**src/rtl/register_pkg.sv**
```systemverilog
// Shared ctrl opcode definitions for the register block.
package register_pkg;

  localparam int unsigned CTRL_WIDTH = 3;

  typedef logic [CTRL_WIDTH-1:0] ctrl_t;

  localparam ctrl_t NONE                = 3'd0;
  localparam ctrl_t CLR                 = 3'd1;
  localparam ctrl_t PARALLEL_LOAD       = 3'd2;
  localparam ctrl_t SERIAL_MSB_LOAD     = 3'd3;
  localparam ctrl_t SERIAL_LSB_LOAD     = 3'd4;
  localparam ctrl_t SHIFT_LOGICAL_LEFT  = 3'd5;
  localparam ctrl_t SHIFT_LOGICAL_RIGHT = 3'd6;
  localparam ctrl_t ROTATE_RIGHT        = 3'd7;

endpackage

```
**src/rtl/register_next_value.sv**
```systemverilog
// Combinational next-state logic for the shift/load register.
// Optional macro REGISTER_ROTATE_EN turns ctrl=ROTATE_RIGHT into a rotate; otherwise it holds.
module register_next_value
  import register_pkg::*;
#(
  parameter int unsigned WIDTH = 8
) (
  input  logic [WIDTH-1:0]      cur_value,
  input  logic [CTRL_WIDTH-1:0] ctrl,
  input  logic                  serial_data_input,
  input  logic [WIDTH-1:0]      parallel_data_input,
  output logic [WIDTH-1:0]      next_value
);

  always_comb begin
    next_value = cur_value;
    case (ctrl)
      NONE:                next_value = cur_value;
      CLR:                 next_value = '0;
      PARALLEL_LOAD:       next_value = parallel_data_input;
      SERIAL_MSB_LOAD:     next_value = {serial_data_input, cur_value[WIDTH-1:1]};
      SERIAL_LSB_LOAD:     next_value = {cur_value[WIDTH-2:0], serial_data_input};
      SHIFT_LOGICAL_LEFT:  next_value = {cur_value[WIDTH-2:0], 1'b0};
      SHIFT_LOGICAL_RIGHT: next_value = {1'b0, cur_value[WIDTH-1:1]};
`ifdef REGISTER_ROTATE_EN
      ROTATE_RIGHT:        next_value = {cur_value[0], cur_value[WIDTH-1:1]};
`endif
      default:             next_value = cur_value;
    endcase
  end

endmodule

```
**src/rtl/register.sv**
```systemverilog
// Shift/load register: async-reset flop bank fed by register_next_value.
// Optional macro REGISTER_ROTATE_EN enables rotate-right on ctrl=7.
module register
  import register_pkg::*;
#(
  parameter int unsigned WIDTH = 8
) (
  input  logic                  clk,
  input  logic                  async_nreset,
  input  logic [CTRL_WIDTH-1:0] ctrl,
  input  logic                  serial_data_input,
  input  logic [WIDTH-1:0]      parallel_data_input,
  output logic [WIDTH-1:0]      data_output
);

  logic [WIDTH-1:0] data_q;
  logic [WIDTH-1:0] data_d;

  register_next_value #(
    .WIDTH(WIDTH)
  ) u_next_value (
    .cur_value          (data_q),
    .ctrl               (ctrl),
    .serial_data_input  (serial_data_input),
    .parallel_data_input(parallel_data_input),
    .next_value         (data_d)
  );

  always_ff @(posedge clk or negedge async_nreset) begin
    if (!async_nreset) begin
      data_q <= '0;
    end else begin
      data_q <= data_d;
    end
  end

  assign data_output = data_q;

endmodule

```
**config.mk**
```make
export PLATFORM = sky130hd
export DESIGN_NAME = register
export DESIGN_NICKNAME = d
export VERILOG_FILES = /design/src/rtl/register_pkg.sv /design/src/rtl/register_next_value.sv /design/src/rtl/register.sv
export SDC_FILE = /design/constraint.sdc
export NUM_CORES = 1
export LEC_CHECK = 0
export ABC_AREA = 1
export CAP_MARGIN = 40
export CORE_AREA = 5 5 42 44
export CTS_CLUSTER_DIAMETER = 60
export DETAILED_ROUTE_END_ITERATION = 8
export DIE_AREA = 0 0 47 49
export GPL_ROUTABILITY_DRIVEN = 0
export HOLD_SLACK_MARGIN = 0.15
export PLACE_DENSITY = 0.77
export SETUP_SLACK_MARGIN = 0.5
export SLEW_MARGIN = 20
export SYNTH_ARGS = -nofsm -noshare
export SYNTH_HDL_FRONTEND = slang
export SYNTH_HIERARCHICAL = 1
export SYNTH_SLANG_ARGS = --single-unit
```
**constraint.sdc**
```tcl
create_clock -name clk -period 1.9 [get_ports clk]
set_input_delay 0.285 -clock clk [delete_from_list [all_inputs] [get_ports clk]]
set_output_delay 0.285 -clock clk [all_outputs]
set_load 0.01 [all_outputs]
```
* Word level (Yosys, flattened, before mapping)
Index checks and enable logic that the tools add are counted.
** Cells by class
- Equal/unequal tests :: 6
- Mux-type cells :: 1
- Reductions and logical operators :: 1
** Operators with widths (number)
- $pmux W8 S6 :: 1
- $eq A3 B3 Y1 const B :: 3
- $eq A3 B2 Y1 const B :: 2
- $reduce_bool A6 Y1 :: 1
- $eq A3 B1 Y1 const B :: 1
** Word-level totals
- Flip-flop bits (word level) :: 8
- Bits of input ports :: 14
- Output and inout bits :: 8

* Logic depth before layout (Yosys ltp)
- Depth in word-level cells :: 2
- Gate-level depth with buffers :: 6
- Depth with buffers taken out :: 5

* Hierarchy
Netlist, hierarchy kept.
** By module, submodules not included
- register_next_value :: instances 1, cells an instance 64, area each 341.6 um^2, seq. area each 0.0 um^2
- register :: instances 1, cells an instance 8, area each 200.2 um^2, seq. area each 200.2 um^2

* Worst setup path before layout
No wires, ideal clock.
- Kind :: input-to-reg
- Start point :: input port ctrl[0]
- End point :: register data_q[4] (netlist: data_output[4])
- Arrival time :: 0.805 ns
- Setup slack :: 0.965 ns
- Cell stages on the path :: 5
- Path buffers :: 1
- Path through :: buf_4 nand2_1 nand2_2 nand3_1 nand4_1
** On the way
- Word-level cells in the longest chain between the ends :: 2
** Ends and longest elaborated chain
- from (decl) :: line register.sv:10 : input logic [CTRL_WIDTH-1:0] ctrl,
- $eq A3 B3 Y1, or another cell as far along :: line register_next_value.sv:17 : case (ctrl)
- $pmux W8 S6 (*) :: line register_next_value.sv:17
- net data_d[4] :: line register.sv:17 : logic [WIDTH-1:0] data_d;
- to (signal assigned) :: line register.sv:33 : data_q <= data_d;
- to (decl) :: line register.sv:16 : logic [WIDTH-1:0] data_q;
Mark *: on every way through the listed nets, which the timed path passes. The rest lies on a longest branch.
A chain may end at the register's enable or synchronous reset.

* Worst setup path in the final report
- Start point :: input port ctrl[2]
- End point :: register data_q[1] (netlist: data_output[1])
Same word-level chain as after synthesis.

==> results.txt <==
Crit Reg-Reg Endpoint - data_output[5]
Total count of hold-check failures in the final report - 0
Number of synthesized register bits - 8
WL final - 1460 microns
Placeable core region - 0.00140 sq mm
Number of levels in the clock H-tree - 1
Vias in the first global route - 569
Number of instances in the synthesized netlist - 72
Total Power - 0.556 mW
Max Root-Sink Buffers - 2
Highest-count cells in the layout ignoring fill and taps - 23 x nand2_1, 13 x nand3_1, 13 x nand4_1, 11 x clkdlybuf4s50_1
Worst Hold Class - input pin to asynchronous set/reset pin
Maximum net fanout on the critical path - 12
Yosys cell types - 14
Peak per-stage delay on the critical path - 450 ps
Simple-gate share of the synthesized area - 52.2%
Critical Path RT - 2080 ps
Crit-path cells - clkdlybuf4s50_1 -> buf_4 -> inv_2 -> o21ai_2 -> nand3_1 -> nand4_1
Die Span Y - 49 microns
Overall fraction of global-route tracks in use - 14.4%
Vias per std cell - 5.39
Element type at the critical path end - register
CTS tree - yes
FF/Latch Area - 200 sq um
Clock slew at reported path FFs - 60 ps
Hold bufs inserted after CTS - 0
Largest net degree at the start of global routing - 13
Final worst setup slack - 658 ps
Max_cap viols - 0
Power density over the cells - 705 mW/mm^2
Grt total ovfl - 0
Core Util, Final - 56.3%
Post-synthesis sequential area ratio - 37.0%
Critical path buffer and inverter count - 3
Area occupied by multi-input gates - 300 sq um
Effective utilization at floorplan - 38.7%
Synthesis warning total - 6
Count of antenna diodes in the layout - 0
Sink Count - 8
Mean Syn Cell Area - 7.52 sq um
Kind of start point of the critical path - input pin
Filler cell count in the final layout - 149
Total via count after detailed routing - 609
Final period demand of the worst path - 1240 ps
Fraction of synthesized area in multiplexers - 0%
Boundary Pins - 22
Antenna-violating nets left - 0
Number of iterations in the first detailed-routing pass - 4
DRC violations left - 0
Net count of the finished layout - 113
Die extent in x - 47 microns
Worst setup slack for register-to-register paths - 940 ps
Layout cells sized above 1 - 15.5%
Top Family by Delay on Critical Path - buffers and inverters
Worst-case headroom to the max-slew limit - 72.1%
Number of clock buffers inserted by TritonCTS - 3
Clock tree root buffer cell - clkbuf_4
DPL Wire Length - 1070 microns
Total of buffers placed on input and output ports - 21
Area added between synthesis and finish - 45.7%
Site Rows - 14
Netlist area before placement - 542 sq um
Adder-cell share of the synthesized area - 0%
Final setup skew - 0.952 ps
CP Data Arrival Time - 1420 ps
Average wire length per cell after detail routing - 12.9 microns
Leakage power - 0.392 nW
RSZ-0062 raised after global routing - false
Cell at the slowest stage of the critical path - clkdlybuf4s50_1
Combinational family with the most area after synthesis - simple AND/OR/NAND/NOR gates
Final Max Tran Viols - 0
Max Clk Rate - 805 MHz
Most common cell after layout, fill and taps aside - nand2_1
Number of flip-flops under the largest register name - 8
Starting DRT DRC Count - 16
Share of the clock period used by the worst path after layout - 65.4%
Synthesized-area fraction occupied by xor and xnor cells - 0%
Result of the run - finished clean
Number of nets in the synthesized netlist - 86
Setup-failing EPs final - 0
DIE AREA - 0.00230 sq mm
Worst-skew pair later-pin latency - 250 ps
Pre-CTS setup slack - 168 ps
Setup tns final - 0 ps
Slew at the pin closest to its max-slew limit - 418 ps
Global-route wire length before repair - 2510 microns
Worst reg-to-reg path cell count - 5
Class of the most critical setup path - input pin to register
Area fraction in compound gates after synthesis - 3.23%
R2r startpoint - data_output[6]
Number of antenna violations at the first check in global routing - 0
Worst IR Drop VDD - 0.000406 V
## synthesized netlist by cell type
library cell	count	area share, %
buf_4	1	1.4
nand3_2	1	1.8
nand2_1	23	16
nand3_1	13	12
nand4_1	13	15
nor3_4	1	3.0
inv_2	2	1.4
buf_6	2	4.2
nor2_2	1	1.2
nor2_1	3	2.1
nand2_2	1	1.2
o21ai_2	2	3.2
inv_1	1	0.69
dfrtp_1	8	37
## power breakdown
part / total (mW) / internal, mW / leakage, nW / switching [mW]
clock: 0.129 / 0.0722 / 0.0138 / 0.0569
sequential: 0.227 / 0.203 / 0.103 / 0.0245
combinational: 0.200 / 0.0998 / 0.275 / 0.100
total: 0.556 / 0.375 / 0.392 / 0.182
## what timing repair did
| item | 4_1_cts | 5_1_grt |
|---|---|---|
| endpoints found under the hold margin | 0 | 0 |
| buffers inserted | 3 | 0 |
| endpoints found under the setup margin | 16 | 9 |
| resized for setup | 8 | 2 |
| pin swaps | 0 | 0 |
## cell type report
cell class                      instances  area share (%)
Sequential cell                         8            25.4
Inverter                                3            1.43
Tap cell                               16            2.54
Multi-Input combinational cell         58            38.0
Clock buffer                            3            2.85
Timing Repair Buffer                   25            29.8
## worst register-to-register path: stages, from the launching register on
cell     delay, ps
dfrtp_1        380
buf_4          150
nand4_1         80
nand2_1         60
nor2_1         100
nand3_1         70
## worst max-delay path by stage
stage	slack, ps	cells after the start	endpoint	start
after floorplan	970	5	data_output[4]	ctrl[0]
after global placement	210	5	data_output[0]	ctrl[1]
after detailed placement	170	5	data_output[1]	ctrl[1]
after CTS	470	1	data_output[5]	data_output[5]
after global routing	580	6	data_output[1]	ctrl[2]
final	660	6	data_output[1]	ctrl[2]
## cell families (layout without fill, tap and decap cells)
| group | after synthesis | in the layout |
|---|---|---|
| buffers and inverters | 6 | 31 |
| AO/OA/AOI/OAI | 2 | 2 |
| AND/OR/NAND/NOR | 56 | 56 |
| flip-flops | 8 | 8 |
## metrics by stage
stage | instances | area (sq um) | hold WS, ps
after floorplan | 72 | 542 | -10.6
after global placement | 107 | 749 | 528
after detailed placement | 107 | 749 | 527
after CTS | 113 | 785 | 334
after global routing | 113 | 790 | 352
final | 113 | 790 | 327
## layer usage
metal	GRT usage (%)	vias to the layer above	part of all wire [%]	wire (microns)
li1	-	307	-	-
met1	19.7	282	44	637
met2	21.5	18	49	714
met3	4.06	2	6.3	92
met4	4.61	0	0.69	10
met5	0	-	0	0
(Power assumes the default switching activity.)
